--- src/rtl/mem_pkg.sv ---
// Shared definitions for the data-memory access stage: access-size codes,
// FSM encoding and the store-lane helpers.
package mem_pkg;

  localparam int ADDR_W_DEF = 32;

  localparam logic [2:0] F3_B  = 3'b000;
  localparam logic [2:0] F3_H  = 3'b001;
  localparam logic [2:0] F3_W  = 3'b010;
  localparam logic [2:0] F3_BU = 3'b100;
  localparam logic [2:0] F3_HU = 3'b101;

  typedef enum logic [1:0] {
    ST_IDLE = 2'd0,
    ST_REQ  = 2'd1,
    ST_DONE = 2'd2
  } state_e;

  // funct3[1:0] carries the size; bit 2 only selects zero-extension on loads.
  function automatic logic is_aligned(input logic [2:0] f3, input logic [1:0] off);
    case (f3[1:0])
      2'b00:   return 1'b1;
      2'b01:   return ~off[0];
      default: return off == 2'b00;
    endcase
  endfunction

  function automatic logic [3:0] lane_be(input logic [2:0] f3, input logic [1:0] off);
    case (f3[1:0])
      2'b00:   return 4'b0001 << off;
      2'b01:   return 4'b0011 << off;
      default: return 4'b1111;
    endcase
  endfunction

  // Replicating the datum into every lane lets the byte enables alone pick the target.
  function automatic logic [31:0] lane_wdata(input logic [2:0] f3, input logic [31:0] data);
    case (f3[1:0])
      2'b00:   return {4{data[7:0]}};
      2'b01:   return {2{data[15:0]}};
      default: return data;
    endcase
  endfunction

endpackage

--- src/rtl/mem_load_align.sv ---
// Load formatter: picks the addressed byte/half from a memory word and
// sign- or zero-extends it to 32 bits.
module mem_load_align
  import mem_pkg::*;
(
  input  logic [31:0] rdata_i,
  input  logic [2:0]  funct3_i,
  input  logic [1:0]  off_i,
  output logic [31:0] data_o
);

  logic [7:0]  byte_sel;
  logic [15:0] half_sel;

  always_comb begin
    byte_sel = rdata_i[{off_i, 3'b000} +: 8];
    half_sel = off_i[1] ? rdata_i[31:16] : rdata_i[15:0];
    case (funct3_i)
      F3_B:    data_o = {{24{byte_sel[7]}}, byte_sel};
      F3_BU:   data_o = {24'd0, byte_sel};
      F3_H:    data_o = {{16{half_sel[15]}}, half_sel};
      F3_HU:   data_o = {16'd0, half_sel};
      default: data_o = rdata_i;
    endcase
  end

endmodule

--- src/rtl/mem_access_unit.sv ---
// MEM stage: turns EX/MEM load/store controls into a req/ack transaction on a
// variable-latency data memory, stalling upstream until the result is ready.
module mem_access_unit
  import mem_pkg::*;
#(
  parameter int ADDR_W = ADDR_W_DEF
) (
  input  logic              clk_i,
  input  logic              rst_i,
  input  logic              MemRead_i,
  input  logic              MemWrite_i,
  input  logic              RegWrite_i,
  input  logic [2:0]        funct3_i,
  input  logic [ADDR_W-1:0] Addr_i,
  input  logic [31:0]       WriteData_i,
  output logic              RegWrite_o,
  output logic [31:0]       ReadData_o,
  output logic              stall_o,
  output logic              misalign_o,
  output logic              dmem_req_o,
  output logic              dmem_we_o,
  output logic [ADDR_W-1:0] dmem_addr_o,
  output logic [3:0]        dmem_be_o,
  output logic [31:0]       dmem_wdata_o,
  input  logic              dmem_ack_i,
  input  logic [31:0]       dmem_rdata_i
);

  state_e            state_q, state_d;
  logic              req_q, req_d;
  logic              we_q, we_d;
  logic [ADDR_W-1:0] addr_q, addr_d;
  logic [3:0]        be_q, be_d;
  logic [31:0]       wdata_q, wdata_d;
  logic [2:0]        f3_q, f3_d;
  logic [1:0]        off_q, off_d;
  logic [31:0]       result_q, result_d;

  logic        mem_op, aligned, access, misaligned, in_idle;
  logic [31:0] load_data;

  assign mem_op     = MemRead_i | MemWrite_i;
  assign aligned    = is_aligned(funct3_i, Addr_i[1:0]);
  assign access     = mem_op & aligned;
  assign in_idle    = (state_q == ST_IDLE);
  assign misaligned = in_idle & mem_op & ~aligned;

  // Formatting uses the latched size/offset so it is independent of EX/MEM.
  mem_load_align u_load_align (
    .rdata_i  (dmem_rdata_i),
    .funct3_i (f3_q),
    .off_i    (off_q),
    .data_o   (load_data)
  );

  always_comb begin
    state_d  = state_q;
    req_d    = req_q;
    we_d     = we_q;
    addr_d   = addr_q;
    be_d     = be_q;
    wdata_d  = wdata_q;
    f3_d     = f3_q;
    off_d    = off_q;
    result_d = result_q;
    case (state_q)
      ST_IDLE: begin
        if (access) begin
          state_d = ST_REQ;
          req_d   = 1'b1;
          we_d    = MemWrite_i;
          addr_d  = {Addr_i[ADDR_W-1:2], 2'b00};
          be_d    = lane_be(funct3_i, Addr_i[1:0]);
          wdata_d = MemWrite_i ? lane_wdata(funct3_i, WriteData_i) : 32'd0;
          f3_d    = funct3_i;
          off_d   = Addr_i[1:0];
        end
      end
      ST_REQ: begin
        if (dmem_ack_i) begin
          state_d  = ST_DONE;
          req_d    = 1'b0;
          we_d     = 1'b0;
          addr_d   = '0;
          be_d     = 4'd0;
          wdata_d  = 32'd0;
          result_d = we_q ? 32'd0 : load_data;
        end
      end
      ST_DONE: state_d = ST_IDLE;
      default: state_d = ST_IDLE;
    endcase
  end

  always_ff @(posedge clk_i or posedge rst_i) begin
    if (rst_i) begin
      state_q  <= ST_IDLE;
      req_q    <= 1'b0;
      we_q     <= 1'b0;
      addr_q   <= '0;
      be_q     <= 4'd0;
      wdata_q  <= 32'd0;
      f3_q     <= 3'd0;
      off_q    <= 2'd0;
      result_q <= 32'd0;
    end else begin
      state_q  <= state_d;
      req_q    <= req_d;
      we_q     <= we_d;
      addr_q   <= addr_d;
      be_q     <= be_d;
      wdata_q  <= wdata_d;
      f3_q     <= f3_d;
      off_q    <= off_d;
      result_q <= result_d;
    end
  end

  assign dmem_req_o   = req_q;
  assign dmem_we_o    = we_q;
  assign dmem_addr_o  = addr_q;
  assign dmem_be_o    = be_q;
  assign dmem_wdata_o = wdata_q;

  assign stall_o    = (in_idle & access) | (state_q == ST_REQ);
  assign misalign_o = misaligned;
  // A dropped load must not write back whatever sits in MEM_WB.ReadData.
  assign RegWrite_o = RegWrite_i & ~stall_o & ~(misaligned & MemRead_i);
  assign ReadData_o = (state_q == ST_DONE) ? result_q : 32'd0;

endmodule

--- config.mk ---
export PLATFORM = sky130hd
export DESIGN_NAME = mem_access_unit
export DESIGN_NICKNAME = d
export VERILOG_FILES = /design/src/rtl/mem_pkg.sv /design/src/rtl/mem_load_align.sv /design/src/rtl/mem_access_unit.sv
export SDC_FILE = /design/constraint.sdc
export NUM_CORES = 1
export LEC_CHECK = 0
export ABC_AREA = 1
export CAP_MARGIN = 5
export CORE_ASPECT_RATIO = 1.75
export CORE_UTILIZATION = 45
export DETAILED_ROUTE_END_ITERATION = 12
export PLACE_DENSITY_LB_ADDON = 0.05
export SETUP_SLACK_MARGIN = 0.15
export SKIP_LAST_GASP = 1
export SLEW_MARGIN = 10
export SYNTH_ARGS = -nofsm -noshare
export SYNTH_HDL_FRONTEND = slang
export SYNTH_SLANG_ARGS = --single-unit
--- constraint.sdc ---
create_clock -name clk_i -period 3.9 [get_ports clk_i]
set_input_delay 0.78 -clock clk_i [delete_from_list [all_inputs] [get_ports clk_i]]
set_output_delay 0.78 -clock clk_i [all_outputs]
set_load 0.05 [all_outputs]
# Word-level counts from Yosys, hierarchy flattened
# Cells that the tools add are included.
# totals
input_bits,105
output_inout_bits,105
regBits,109
# classes
n_eq_ne,8
reduce_logical,9
shifts,3
n_mux,24
bitwise,13
# ops
cell,n
two-way mux 32 bit,6
case mux 32 bit (2 select lines),3
case mux 32 bit (4 select lines),1
indexed part select 32 x 6 -> 8 bit,1
two-way mux 16 bit,1
case mux 4 bit (2 select lines),2
two-way mux 4 bit,2
AND 1 bit,7
== test 3 bit (second input constant),2
zero test 2 bit,3
case mux 1 bit (2 select lines),3
AND reduction 2 bit,3
== test 2 x 1 -> 1 bit (second input constant),2
two-way mux 2 bit,2
!= test 2 bit (second input constant),2
NOT 1 bit,4
case mux 2 bit (2 select lines),1
left shift 1 x 2 -> 4 bit (first input constant),1
left shift 2 x 2 -> 4 bit (first input constant),1
== test 3 x 1 -> 1 bit (second input constant),1
zero test 3 bit,1
two-way mux 1 bit,3
AND reduction 3 bit,1
== test 2 bit (second input constant),1
2 further kinds,3

# Longest topological paths before layout
# depth
depth_word,8
depth_mapped,10

# By module
# Synthesis repeated with hierarchy kept, for this count alone.
# hier_totals
hier_cells,798
hier_area_um2,5905.7
# by_module_without_submodules
module,instances,area_each_um2,seq_area_each_um2,cells_each
mem_access_unit,1,5093.6,2677.6,639
mem_load_align,1,812.0,0.0,159

# Worst setup path after synthesis
# OpenSTA, ideal clock, no wires.
# synth_timing
path_type,input-to-output
start,input funct3_i[0]
end,output RegWrite_o
cell_stages,7
n_path_buf,0
setup_slack_ns,0.880
t_arrival_ns,2.240
required_time_ns,3.120
cell_sequence,inv_1 -> nor2_8 -> nand2_4 -> nand2_1 -> nand2_1 -> inv_1 -> a21oi_1
# synth_via
word_cells_on_any_way,13
cone_classes,eq/ne (1); mux (1); bitwise (10); reduce/logical (1)
# synth_lines
item,line,rtl
from (decl),mem_access_unit.sv:13,"input logic [2:0] funct3_i,"
== test 2 x 1 -> 1 bit or zero test 2 bit (tied branches),mem_pkg.sv:21,case (f3[1:0])
case mux 1 bit (2 select lines) (*),mem_pkg.sv:21,
NOT 1 bit (*),mem_access_unit.sv:46,assign misaligned = in_idle & mem_op & ~aligned;
AND 1 bit (*),mem_access_unit.sv:46,
via misalign_o,mem_access_unit.sv:19,"output logic misalign_o,"
AND 1 bit (*),mem_access_unit.sv:128,assign RegWrite_o = RegWrite_i & ~stall_o & ~(misaligned & MemRead_i);
NOT 1 bit (*),mem_access_unit.sv:128,
AND 1 bit (*),mem_access_unit.sv:128,
to (decl),mem_access_unit.sv:16,"output logic RegWrite_o,"
# Mark *: on every way through the listed nets, which the timed path passes. The rest lies on a longest branch.

# Worst setup path after layout
# layout_timing
start,input funct3_i[1]
end,output RegWrite_o
# layout_via
elab_chain_cells,8
word_cells_on_any_way,13
cone_classes,eq/ne (1); mux (1); bitwise (10); reduce/logical (1)
# layout_lines
item,line,rtl
== test 2 x 1 -> 1 bit or zero test 2 bit (tied branches),mem_pkg.sv:21,
case mux 1 bit (2 select lines) (*),mem_pkg.sv:21,
AND 1 bit,mem_access_unit.sv:44,assign access = mem_op & aligned;
AND 1 bit,mem_access_unit.sv:125,assign stall_o = (in_idle & access) | (state_q == ST_REQ);
OR 1 bit,mem_access_unit.sv:125,
NOT 1 bit,mem_access_unit.sv:128,
AND 1 bit,mem_access_unit.sv:128,
AND 1 bit (*),mem_access_unit.sv:128,
# Every way passes the cells marked *; elsewhere a longest branch is shown, timed or not.

==> impl_metrics.json <==
{
  "clkSlewWorstSetupHoldPaths_ps": 70,
  "final_common_cell": "nand2_1",
  "cts_num_sinks": 107,
  "grt.overflow.total": 0,
  "worst_slew_pin_slew_ps": 836,
  "avgRoutedWirePerCell_um": 14.4,
  "clockRootBuffer": "clkbuf_16",
  "die_h_um": 150,
  "drcViolationCount": 0,
  "p_per_area_mw_per_mm2": 712,
  "clock_power_share": 0.155,
  "switching_share": 0.480,
  "cp_top_family": "buffers and inverters",
  "die_w_um": 86.8,
  "synthCells": 818,
  "rrSetupSlack_ps": 1520,
  "crit_buf_inv": 2,
  "core_area_mm2": 0.0121,
  "finClkSkew_ps": 7.20,
  "endpoint_kind": "primary output",
  "n_antenna_cell": 0,
  "seq_area_frac_synth": 0.473,
  "period_share": 0.810,
  "status": "complete, no violations",
  "dr.pass1.iters": 4,
  "antenna_found_initial": 0,
  "timing.slew.headroom": 0.442,
  "r2r-start": "f3_q[1]$_DFFE_PP0P_",
  "hold_class": "reg -> reg",
  "gp_congestion": 0.920,
  "worstHoldStart": "dmem_wdata_o[1]$_DFFE_PP0P_",
  "max_cap_viol_count": 0,
  "grt_pass1_wl_um": 26600,
  "netlist_area_mm2": 0.00566,
  "grtUsageTotal": 0.269,
  "max_stage_delay_ps": 580,
  "wirelength_um": 16900,
  "critical-path-slowest-cell": "clkdlybuf4s50_1",
  "yosysUniqueCellTypes": 27,
  "port_buffers": 207,
  "setup_viol": 0,
  "cts_buffers": 9,
  "fin_crit_ps": 3160,
  "cp-endpoint": "RegWrite_o",
  "synth_top_cell_by_area": "dfrtp_1",
  "h-tree-depth": 3,
  "insertion_delay_ps": 340,
  "syn_avg_cell_area_um2": 6.92,
  "irDropWorstVdd_uv": 319,
  "arrival_ps": 2380,
  "die_area_mm2": 0.0130,
  "cts_tree": "yes",
  "cts_max_path_buffers": 2,
  "finalPower_w": 0.00579,
  "r2r_end": "result_q[28]$_DFFE_PP0P_",
  "finalNetCount": 1110,
  "fin_setup_tns_ps": 0,
  "hold_violations": 0,
  "startpoint": "funct3_i[1]",
  "cts_resized": 0,
  "dpl.hpwl_um": 12600,
  "worstPathRequired_ps": 3120,
  "timing.fmax_mhz": 316,
  "path_depth": 7,
  "area_growth_pct": 43.7,
  "drive_above_1_share": 0.0416,
  "synth_top_cell_area_share": 0.473,
  "grt_setup_unrepaired": "false",
  "grt_max_degree": 68,
  "critPathKind": "in -> out",
  "start_kind": "primary input",
  "ys_ff_latch": 107,
  "r2r_cells": 7,
  "final_cell_mix": "nand2_1, clkdlybuf4s50_1, dfrtp_1",
  "drt_iter0_drc": 244,
  "seq_power_share": 0.319,
  "post_cts_buffers": 0,
  "critPathMaxFanout": 14,
  "maxSlewViolCount": 0,
  "drtAntennaViolNets": 0,
  "ios": 210,
  "power_leakage_nw": 4.16,
  "via_count": 5621,
  "start_util": 0.466,
  "grt_pass1_vias": 5464,
  "power_switching_w": 0.00278,
  "yosys_warnings": 0,
  "crit_chain": "clkdlybuf4s50_1, nor2_8, nand2_4, nand3_4, nand3_1, a21oi_1, buf_12",
  "placementRows": 53,
  "netlist_top_cells_area": "dfrtp_1, nand2_1, nor2_1",
  "viasPerCell": 4.79,
  "p_int_w": 0.00301,
  "hold_buffers": 0,
  "p_comb_frac": 0.525
}
## sequential cells by signal, indices dropped and copies added (netlist names)
signal        count
f3_q              3
dmem_req_o        1
dmem_wdata_o     32
off_q             2
result_q         32
dmem_we_o         1
state_q           2
dmem_be_o         4
dmem_addr_o      30
## per-layer routing
metal,up-vias,track usage,share of wire
li1,2840,-,-
met1,2552,0.287,0.37
met2,184,0.488,0.53
met3,45,0.0526,0.054
met4,0,0.149,0.045
met5,-,0,0
## per-stage QoR
| step | area, um2 | utilization | hold WS (ps) | std cells | setup WS (ps) |
|---|---|---|---|---|---|
| 2_1_floorplan | 5660 | - | 449 | 819 | 303 |
| 3_3_place_gp | 7850 | 0.647 | 453 | 1159 | 779 |
| 3_5_place_dp | 7850 | 0.647 | 458 | 1159 | 728 |
| 4_1_cts | 8130 | 0.670 | 474 | 1174 | 722 |
| 5_1_grt | 8130 | 0.670 | 491 | 1174 | 622 |
| 6_report | 8130 | 0.670 | 472 | 1174 | 740 |
## kinds of logic after synthesis
logic type,count (synthesis),share of synthesized area
AND/OR/NAND/NOR,530,0.378
buffers and inverters,123,0.0949
flip-flops,107,0.473
AO/OA/AOI/OAI,57,0.0529
other,1,0.000663
## area by class of cell
| class | instances | area (um2) |
|---|---|---|
| fill | 1092 | 4000 |
| tap | 165 | 206 |
| timing repair buffer | 214 | 2190 |
| clock inverter | 4 | 52.6 |
| sequential | 107 | 2680 |
| inverter | 84 | 318 |
| multi-input combinational | 589 | 2450 |
| clock buffer | 11 | 233 |
## worst min-delay path by stage
stage,end,slack [ps],depth (start not counted)
final,dmem_wdata_o[1]$_DFFE_PP0P_,470,2
after global routing,dmem_addr_o[3]$_DFFE_PP0P_,490,2
after CTS,dmem_wdata_o[23]$_DFFE_PP0P_,470,2
after detailed placement,dmem_addr_o[25]$_DFFE_PP0P_,460,2
after global placement,dmem_addr_o[14]$_DFFE_PP0P_,450,2
after floorplan,result_q[9]$_DFFE_PP0P_,450,2
## worst reg2reg max path, cell delays in order (launching register included)
cell     delay, ps
dfrtp_1        860
inv_2          400
nand2_2        310
nor2_1          80
nand2_2        190
nand2_2        230
nand2_1        150
nand2_1         50
## synth_stat cells (all sizes together)
library cell	instances
a21o	1
a21oi	25
buf	26
clkbuf	13
conb	1
dfrtp	107
inv	84
nand2	376
nand3	53
nand3b	1
nand4	1
nor2	97
nor3	2
o211ai	3
o21ai	28
## power groups by stage
stage	sequential [W]	clock, W	combinational [W]
finish	0.00185	0.000900	0.00304
global route	0.00191	0.000959	0.00329
CTS	0.00185	0.000920	0.00307
detailed placement	0.00186	0	0.00306
global placement	0.00185	0	0.00304
floorplan	0.00263	0	0.00126
(Power assumes the default switching activity.)
